--- src/rtl/dmem_arbiter.sv ---
`default_nettype none
// ============================================================================
// Module   : dmem_arbiter
// Purpose  : Two-port data-memory arbiter with one-cycle stores and two-cycle
//            loads that hold address/op stable while dmem extracts the data.
// Revision : 1.0 - initial release
// ============================================================================

package dmem_arbiter_pkg;
  typedef enum logic [2:0] {
    MEM_BYTE   = 3'd0,
    MEM_HALF   = 3'd1,
    MEM_WORD   = 3'd2,
    MEM_BYTE_U = 3'd4,
    MEM_HALF_U = 3'd5
  } mem_op_e;
endpackage

module dmem_arbiter
  import dmem_arbiter_pkg::*;
#(
  parameter int unsigned XLEN  = 32,
  parameter bit          RR_EN = 1'b1
) (
  input  logic            clk,
  input  logic            rst_n,

  input  logic            p0_req_valid,
  input  logic [XLEN-1:0] p0_req_addr,
  input  logic [XLEN-1:0] p0_req_wdata,
  input  logic            p0_req_we,
  input  mem_op_e         p0_req_op,
  output logic            p0_req_ready,
  output logic            p0_rsp_valid,
  output logic [XLEN-1:0] p0_rsp_rdata,

  input  logic            p1_req_valid,
  input  logic [XLEN-1:0] p1_req_addr,
  input  logic [XLEN-1:0] p1_req_wdata,
  input  logic            p1_req_we,
  input  mem_op_e         p1_req_op,
  output logic            p1_req_ready,
  output logic            p1_rsp_valid,
  output logic [XLEN-1:0] p1_rsp_rdata,

  output logic [XLEN-1:0] mem_addr,
  output logic [XLEN-1:0] mem_wdata,
  output logic            mem_wr_en,
  output logic            mem_rd_en,
  output mem_op_e         mem_op,
  input  logic [XLEN-1:0] mem_rdata
);

  typedef enum logic [0:0] {
    IDLE    = 1'b0,
    RD_HOLD = 1'b1
  } state_e;

  state_e          state_q, state_d;
  logic            last_q, last_d;
  logic            owner_q, owner_d;
  logic [XLEN-1:0] hold_addr_q, hold_addr_d;
  mem_op_e         hold_op_q, hold_op_d;
  logic [1:0]      rsp_valid_q, rsp_valid_d;
  logic [XLEN-1:0] rsp_rdata0_q, rsp_rdata0_d;
  logic [XLEN-1:0] rsp_rdata1_q, rsp_rdata1_d;

  logic            grant;
  logic            accept;
  logic [XLEN-1:0] sel_addr;
  logic [XLEN-1:0] sel_wdata;
  logic            sel_we;
  mem_op_e         sel_op;

  // Grant is purely combinational; it only matters when some port is valid.
  always_comb begin
    grant = 1'b0;
    if (RR_EN) begin
      if (p0_req_valid && p1_req_valid) begin
        grant = ~last_q;
      end else begin
        grant = p1_req_valid;
      end
    end else begin
      grant = ~p0_req_valid;
    end
  end

  // rst_n gates acceptance so readys and mem_* drop immediately during reset.
  assign accept = rst_n && (state_q == IDLE) && (p0_req_valid || p1_req_valid);

  assign sel_addr  = grant ? p1_req_addr  : p0_req_addr;
  assign sel_wdata = grant ? p1_req_wdata : p0_req_wdata;
  assign sel_we    = grant ? p1_req_we    : p0_req_we;
  assign sel_op    = grant ? p1_req_op    : p0_req_op;

  always_comb begin
    state_d      = state_q;
    last_d       = last_q;
    owner_d      = owner_q;
    hold_addr_d  = hold_addr_q;
    hold_op_d    = hold_op_q;
    rsp_valid_d  = 2'b00;
    rsp_rdata0_d = rsp_rdata0_q;
    rsp_rdata1_d = rsp_rdata1_q;
    p0_req_ready = 1'b0;
    p1_req_ready = 1'b0;
    mem_addr     = '0;
    mem_wdata    = '0;
    mem_wr_en    = 1'b0;
    mem_rd_en    = 1'b0;
    mem_op       = MEM_WORD;

    case (state_q)
      IDLE: begin
        if (accept) begin
          p0_req_ready = ~grant;
          p1_req_ready = grant;
          last_d       = grant;
          mem_addr     = sel_addr;
          mem_op       = sel_op;
          if (sel_we) begin
            mem_wr_en          = 1'b1;
            mem_wdata          = sel_wdata;
            rsp_valid_d[grant] = 1'b1;
            if (grant) begin
              rsp_rdata1_d = '0;
            end else begin
              rsp_rdata0_d = '0;
            end
          end else begin
            mem_rd_en   = 1'b1;
            hold_addr_d = sel_addr;
            hold_op_d   = sel_op;
            owner_d     = grant;
            state_d     = RD_HOLD;
          end
        end
      end

      RD_HOLD: begin
        // dmem extracts/sign-extends from the live addr/op, so re-drive them.
        mem_addr             = hold_addr_q;
        mem_op               = hold_op_q;
        mem_rd_en            = 1'b1;
        rsp_valid_d[owner_q] = 1'b1;
        if (owner_q) begin
          rsp_rdata1_d = mem_rdata;
        end else begin
          rsp_rdata0_d = mem_rdata;
        end
        state_d = IDLE;
      end

      default: begin
        state_d = IDLE;
      end
    endcase
  end

  always_ff @(posedge clk or negedge rst_n) begin
    if (!rst_n) begin
      state_q      <= IDLE;
      last_q       <= 1'b1;
      owner_q      <= 1'b0;
      hold_addr_q  <= '0;
      hold_op_q    <= MEM_WORD;
      rsp_valid_q  <= 2'b00;
      rsp_rdata0_q <= '0;
      rsp_rdata1_q <= '0;
    end else begin
      state_q      <= state_d;
      last_q       <= last_d;
      owner_q      <= owner_d;
      hold_addr_q  <= hold_addr_d;
      hold_op_q    <= hold_op_d;
      rsp_valid_q  <= rsp_valid_d;
      rsp_rdata0_q <= rsp_rdata0_d;
      rsp_rdata1_q <= rsp_rdata1_d;
    end
  end

  assign p0_rsp_valid = rsp_valid_q[0];
  assign p1_rsp_valid = rsp_valid_q[1];
  assign p0_rsp_rdata = rsp_rdata0_q;
  assign p1_rsp_rdata = rsp_rdata1_q;

endmodule

`default_nettype wire

--- config.mk ---
export PLATFORM = sky130hd
export DESIGN_NAME = dmem_arbiter
export DESIGN_NICKNAME = d
export VERILOG_FILES = /design/src/rtl/dmem_arbiter.sv
export SDC_FILE = /design/constraint.sdc
export NUM_CORES = 1
export LEC_CHECK = 0
export CORE_AREA = 2 2 130 132
export CTS_CLUSTER_SIZE = 8
export DETAILED_ROUTE_END_ITERATION = 16
export DIE_AREA = 0 0 132 134
export HOLD_SLACK_MARGIN = 0.12
export MAX_ROUTING_LAYER = met4
export PLACE_DENSITY = 0.77
export SETUP_SLACK_MARGIN = 0.2
export SLEW_MARGIN = 10
export SYNTH_ARGS = -nofsm -noshare
export SYNTH_HDL_FRONTEND = slang
export SYNTH_SLANG_ARGS = --single-unit
--- constraint.sdc ---
create_clock -name clk -period 1.3 [get_ports clk]
set_input_delay 0.13 -clock clk [delete_from_list [all_inputs] [get_ports clk]]
set_output_delay 0.13 -clock clk [all_outputs]
set_load 0.02 [all_outputs]
* After elaboration in Yosys (flattened, before gate mapping)
Cells that the tools add are included.
Storage, ports and cells: register bits after elaboration 104, input port bits 172, output and inout bits 137, logic and storage cells 72
Operators by class: $lt $le $gt $ge 4, equal/unequal tests 6, muxes and demuxes 40, bitwise operators 4, reduce and logical (&&, ||, !) cells 10
Operators by type and width (count):
- $mux 32 | 14
- $pmux 32 s2 | 3
- $mux 1 | 13
- $ne 2x2->1 const B | 5
- $reduce_and 4->1 | 2
- $mux 3 | 2
- $pmux 3 s2 | 1
- $logic_and 1x1->1 | 5
- $lt 1x2->1 const B | 2
- $mux 2 | 2
- $not 1->1 | 4
- $pmux 1 s2 | 2
- $pmux 2 s2 | 1
- $reduce_and 3->1 | 1
- $demux 1 s1 | 2
- $ge 1x1->1 const B | 2
- $ne 2x1->1 const B | 1
- $reduce_and 2->1 | 1
- $logic_or 1x1->1 | 1

* Logic depth before layout (Yosys ltp)
Gate-level depths: netlist (run 1).
word-level depth 9, mapped depth 6, depth with buffers taken out 4

* Worst setup path after synthesis (run 1)
No wires, ideal clock.
path type register to output, start register last_q, end output mem_wdata[22], arrival time 1.540 ns, required time 1.170 ns, setup slack -0.370 ns, cell stages (with the launch flop) 7, buffers on the path 2, path through dfstp_2 nand2b_1 and4_1 buf_2 nor2_2 buf_2 a21oi_1
Between the ends: cells in the longest elaborated chain, start to end 6, elaborated cells between the ends (all ways) 7, those cells by class mux (6); bitwise (1)
Ends and longest elaborated chain:
- from (decl) | RTL line 60 | logic last_q, last_d;
- from (signal assigned) | RTL line 173 | last_q <= last_d;
- $not 1->1 * | RTL line 80 | grant = ~last_q;
- $mux 1 * | RTL line 79 | if (p0_req_valid && p1_req_valid) begin
- $mux 32 or $mux 1 (tied branches) | RTL line 93, 94
- $mux 32 * | RTL line 122 | if (sel_we) begin
- $mux 32 * | RTL line 116 | if (accept) begin
- $mux 32 * | RTL line 114 | case (state_q)
- to (decl) | RTL line 47 | output logic [XLEN-1:0] mem_wdata,
Every way passes the cells marked *; elsewhere a longest branch is shown, timed or not.

* Worst setup path in the final report (run 1)
start register last_q, end output mem_addr[14]
Between the ends: cells in the longest elaborated chain, start to end 5
Ends and longest elaborated chain:
- $not 1->1 | RTL line 80
- $mux 1 | RTL line 79
- $mux 32 | RTL line 92 | assign sel_addr = grant ? p1_req_addr : p0_req_addr;
- $mux 32 | RTL line 116
- $pmux 32 s2 | RTL line 114
- to (decl) | RTL line 46 | output logic [XLEN-1:0] mem_addr,
Every way passes these cells.

==> results of run 1 <==
per-stage QoR:
| stage | instances | power, mW | hold slack [ns] | worst slack (ns) |
|---|---|---|---|---|
| finish | 1289 | 14.6 | -0.0591 | -0.871 |
| global route | 1289 | 15.3 | -0.0148 | -0.915 |
| CTS | 1259 | 14.1 | 0.0620 | -0.847 |
| detailed placement | 1223 | 11.1 | 0.415 | -1.01 |
| global placement | 1223 | 11.0 | 0.408 | -0.982 |
| floorplan | 693 | 7.94 | -0.166 | -0.225 |
worst max-delay path, cell delays in order (launching register included):
cell,delay [ns]
dfstp_2,0.57
buf_12,0.12
a21boi_4,0.07
buf_12,0.16
buf_12,0.12
buf_16,0.15
mux2i_2,0.16
o21ai_2,0.20
buf_6,0.15
kinds of logic (layout without fill, tap and decap cells):
logic type             after synthesis  after routing  synth area share
AND/OR/NAND/NOR                    281            281             0.205
AO/OA/AOI/OAI                      207            207             0.227
flip-flops                         104            104             0.452
buffers and inverters               67            441            0.0566
other                                0              2                 0
multiplexers                        34             34            0.0592
registers in the layout, indices dropped and copies added (netlist names):
signal,flops
hold_addr_q,32
hold_op_q,3
last_q,1
owner_q,1
p0_rsp_rdata,32
p1_rsp_rdata,32
rsp_valid_q,2
state_q,1
cell usage after synthesis (all sizes together):
master   instances
a211oi           2
a21boi           1
a21oi           34
a222oi           1
a22oi            1
a2bb2oi         34
and2             2
and3             2
and4             2
buf             28
clkbuf          33
dfrtp          102
dfstp            2
inv              6
mux2             1
mux2i           33
nand2          231
nand2b           4
nor2             2
nor2b            3
o21ai          132
o22ai            2
or2              1
or3             34
routing by layer:
metal  vias to the layer above  global-route usage  wire, µm
met5                         -                   -         0
met4                         0               0.112      1060
met3                        70              0.0404      1370
met2                       278               0.460     13600
met1                      3387               0.313     10500
li1                       3127                   -         -
worst paths after layout:
check	start	end	slack, ns	depth (start not counted)
worst min-delay path	rst_n	state_q$_DFF_PN0_	-0.06	3
min in group clk	mem_rdata[13]	p1_rsp_rdata[13]$_DFFE_PN0P_	0.36	3
worst min register to register	last_q$_DFFE_PN1P_	last_q$_DFFE_PN1P_	0.49	2
worst max register to register	last_q$_DFFE_PN1P_	hold_addr_q[20]$_DFFE_PN0P_	-0.69	10
max in group asynchronous	rst_n	p0_rsp_rdata[24]$_DFFE_PN0P_	0.50	4
worst max-delay path	last_q$_DFFE_PN1P_	mem_addr[14]	-0.87	8
area by class of cell:
type	instances	area share
clock inverters	6	0.00449
repair buffers	420	0.381
inverters	6	0.00209
diodes	2	0.000418
well taps	220	0.0230
flip-flops and latches	104	0.217
multi-input cells	522	0.353
clock buffers	9	0.0188
cell usage in the layout, fill, tap and decap left out, drive strengths merged:
master	Yosys	routed
and4	2	2
and2	2	2
mux2i	33	33
a211oi	2	2
dfstp	2	2
diode	0	2
a222oi	1	1
nand2	231	231
bufbuf	0	2
clkbuf	33	69
nand2b	4	4
a2bb2oi	34	34
clkinvlp	0	3
nor2b	3	3
and3	2	2
inv	6	8
nor2	2	2
clkdlybuf4s15	0	1
or2	1	1
o22ai	2	2
a21oi	34	34
or3	34	34
mux2	1	1
a21boi	1	1
clkinv	0	1
o21ai	132	132
a22oi	1	1
dlymetal6s2s	0	21
dfrtp	102	102
clkdlybuf4s50	0	170
buf	28	166
repair_timing:
item,CTS,global route
cloned,6,15
pin swaps,13,66
endpoints found under the hold margin,50,50
endpoints found under the setup margin,293,292
gates resized for setup,437,382
buffers inserted,15,13
report_power, final:
group          leakage (nW)  internal, mW  total, mW  switching, mW
combinational          3.86          3.52       7.24           3.72
sequential             1.27          4.20       4.77          0.572
clock                 0.128          1.32       2.62           1.30
==> impl_metrics.ini, run 1 <==
[power_and_ir_drop]
leakagePower_nw = 5.25
peakVddDrop_mv = 0.791
powerDensity_nw_per_um2 = 1220

[synth]
synthesis.area_um2 = 5770
yosysSeqAreaShare = 0.452
syn-instance-count = 693
synth_largest_area_cell = dfrtp_1
ys_warn_count = 0
ys_top_cells_by_area = dfrtp_1, nand2_1, o21ai_0
synth.distinct_cells = 32
ys_ff_latch = 104
syn_nets = 865
synth_top_area_frac = 0.443
avgSynthCellArea_um2 = 8.32

[final_layout]
seq_area_um2 = 2610
area_growth_pct = 108
utilization = 0.736
final_area_um2 = 12000
multi_input_area_um2 = 4230
drive_gt1_frac = 0.459
fillers = 1131
layout.nets = 1235

[sta]
setup_viol = 175
post-route-period-util = 1.67
period_needed_ns = 2.17
hold_viol_final = 50
rsz0062_at_grt = true
timing.final.ws_setup_ns = -0.871
maxSlewViolCount = 0
finalClockSkew_ns = 0.0118
worst_pin_slew_ns = 0.512
maxSlewHeadroom = 0.659
whs_ns = -0.0591
max_freq_ghz = 0.461
finalSetupTns_ns = -79.84

[place]
dp_hpwl_um = 16500
numPortBuffers = 308
placed_area_um2 = 10100
place_congestion = 0.854

[worst_setup_path]
critPathKind = flip-flop to output port
critPathRequiredTime_ns = 1.17
crit_arrival_ns = 2.04
worst_setup_path_end_kind = output port
worstPathMaxFanout = 8
critPathLaunchType = flip-flop

[clock_tree]
cts_buffers = 9
path_clk_slew_ns = 0.07
cts_tree = built
cts-root-buf = clkbuf_16
clock_latency_ns = 0.35
cts_max_path_buffers = 2
htreeDepth = 3
clock_sinks = 104

[grt]
gr-total-overflow = 0
track_usage = 0.267
grt_pass1_wl_um = 36400
grt_max_degree = 54
grt_pass1_vias = 6667
antenna_found_initial = 2

[die]
coreArea_um2 = 16300
num_rows = 47
ios = 309
dieArea_um2 = 17700
dieHeight_um = 134
die_w_um = 132
initial_core_util = 0.354

[status]
status = complete, but fails checks
violations = hold timing, setup timing

[detailed_routing]
drc = 0
viasPerCell = 5.32
ant_nets = 0
drtPass1Iterations = 4
wire_per_inst_um = 20.6
route.vias.total = 6862
routed_wl_um = 26600
drtIter0Drc = 311

[job]
max-cap-violations = 0

[worst_hold_path]
hold_class = primary input to async pin
(Power assumes the default switching activity.)
==> run 2, diff against run 1 <==
--- a/config.mk
+++ b/config.mk
@@ -10,8 +10,7 @@
 export DETAILED_ROUTE_END_ITERATION = 16
 export DIE_AREA = 0 0 132 134
 export HOLD_SLACK_MARGIN = 0.12
-export MAX_ROUTING_LAYER = met4
-export PLACE_DENSITY = 0.77
+export PLACE_DENSITY = 0.89
 export SETUP_SLACK_MARGIN = 0.2
 export SLEW_MARGIN = 10
 export SYNTH_ARGS = -nofsm -noshare
==> impl_metrics.ini, run 2 (synthesized netlist as in run 1, its figures left out) <==
[power_and_ir_drop]
leakagePower_nw = 4.83
peakVddDrop_mv = 0.987
power_mw = 14.3
powerDensity_nw_per_um2 = 1250

[worst_setup_path]
r2r-end = hold_addr_q[9]$_DFFE_PN0P_
crit_end = mem_addr[5]
critPathRequiredTime_ns = 1.17
worstPathMaxFanout = 7
worst_setup_path_end_kind = output port
reg2regPathDepth = 9
critPathKind = flip-flop to output port
crit_arrival_ns = 1.96
critPathLaunch = last_q$_DFFE_PN1P_
r2r_start = last_q$_DFFE_PN1P_
critPathLaunchType = flip-flop
reg2reg_slack_ns = -0.66

[final_layout]
drive_gt1_frac = 0.393
most-common-layout-cells = nand2_1, clkdlybuf4s50_1, dfrtp_1, buf_6, buf_2
multi_input_area_um2 = 3880
utilization = 0.703
area_growth_pct = 98.5
seq_area_um2 = 2610
layout.nets = 1223
final_common_cell = nand2_1
fillers = 1116

[sta]
whs_ns = -0.155
rsz0062_at_grt = true
finalClockSkew_ns = 0.0167
maxSlewViolCount = 0
worst_pin_slew_ns = 0.633
maxSlewHeadroom = 0.578
period_needed_ns = 2.09
setup_viol = 175
max_freq_ghz = 0.480
post-route-period-util = 1.60
hold_viol_final = 33
timing.final.ws_setup_ns = -0.785

[die]
initial_core_util = 0.354
ios = 309
dieHeight_um = 134
num_rows = 47
die_w_um = 132
dieArea_um2 = 17700
coreArea_um2 = 16300

[clock_tree]
cts_tree = built
clock_sinks = 104
cts_buffers = 9
htreeDepth = 3
clock_latency_ns = 0.35
cts-root-buf = clkbuf_16
path_clk_slew_ns = 0.08
cts_max_path_buffers = 2

[detailed_routing]
drtIter0Drc = 437
viasPerCell = 5.40
wire_per_inst_um = 21.3
ant_nets = 0
drtPass1Iterations = 7
route.vias.total = 6899
routed_wl_um = 27200
drc = 0

[grt]
gr-total-overflow = 0
antenna_found_initial = 0
grt_pass1_wl_um = 39700
grt_pass1_vias = 7078
grt_max_degree = 71
track_usage = 0.284

[place]
dp_hpwl_um = 16900
numPortBuffers = 308
place_congestion = 0.835

[status]
violations = hold timing, setup timing
status = complete, but fails checks

[worst_hold_path]
hold_class = primary input to async pin

[job]
max-cap-violations = 0
==> run 2: cell types whose count changed in the layout (fill, tap and decap cells not counted), moves of 21 or more <==
cell,before,now
buf_2,4,66
clkbuf_2,48,0
dlymetal6s2s_1,21,0
o21ai_0,0,36
o21ai_1,14,53
o21ai_2,99,27
==> run 2: worst min-delay path by stage <==
stage / startpoint / slack [ns] / endpoint / cells past startpoint
floorplan: rst_n / -0.17 / hold_addr_q[0]$_DFFE_PN0P_ / 0
global placement: rst_n / 0.23 / rsp_valid_q[0]$_DFF_PN0_ / 2
detailed placement: rst_n / 0.23 / state_q$_DFF_PN0_ / 2
CTS: rst_n / -0.14 / hold_addr_q[12]$_DFFE_PN0P_ / 2
global route: rst_n / -0.12 / hold_addr_q[17]$_DFFE_PN0P_ / 2
finish: rst_n / -0.16 / hold_addr_q[17]$_DFFE_PN0P_ / 2
==> run 2: per-layer routing <==
layer | GRT usage | part of all wire
met4 | 0.130 | 0.051
met5 | 0 | 0
met3 | 0.0563 | 0.067
met1 | 0.331 | 0.38
met2 | 0.505 | 0.50
==> run 2: worst max-delay path, stage by stage, from the launching register on <==
cell      delay, ns
dfstp_2        0.61
a21boi_4       0.10
buf_6          0.15
buf_12         0.14
buf_6          0.12
mux2i_4        0.18
o21ai_4        0.17
buf_6          0.13
==> run 2: repair_timing <==
| action | 4_1_cts | 5_1_grt |
|---|---|---|
| endpoints found under the setup margin | 310 | 176 |
| endpoints found under the hold margin | 33 | 33 |
| pin swaps | 20 | 11 |
| setup buffers | 18 | 11 |
| gates cloned | 12 | 6 |
| resized for setup | 746 | 112 |
==> run 2: final cells by class <==
cell class              instances  share of cell area
inverters                       6             0.00219
flip-flops and latches        104               0.228
well taps                     220              0.0240
clock inverters                 7             0.00700
diodes                          1            0.000219
clock buffers                   9              0.0197
repair buffers                408               0.380
multi-input cells             522               0.339
==> run 2: through the flow <==
| step | hold slack (ns) | cells | setup slack [ns] | area [µm²] | setup TNS, ns |
|---|---|---|---|---|---|
| 2_1_floorplan | -0.166 | 693 | -0.225 | 6570 | -14.43 |
| 3_3_place_gp | 0.229 | 1213 | -0.957 | 10100 | -133.68 |
| 3_5_place_dp | 0.234 | 1213 | -1.00 | 10100 | -143.25 |
| 4_1_cts | -0.138 | 1259 | -0.766 | 10900 | -73.83 |
| 5_1_grt | -0.121 | 1276 | -0.821 | 11400 | -92.10 |
| 6_report | -0.155 | 1277 | -0.785 | 11400 | -84.70 |
==> run 2: power by group <==
| part | internal, mW | switching [mW] | leakage (nW) |
|---|---|---|---|
| sequential | 4.19 | 0.607 | 1.27 |
| clock | 1.38 | 1.43 | 0.146 |
| combinational | 3.15 | 3.57 | 3.42 |
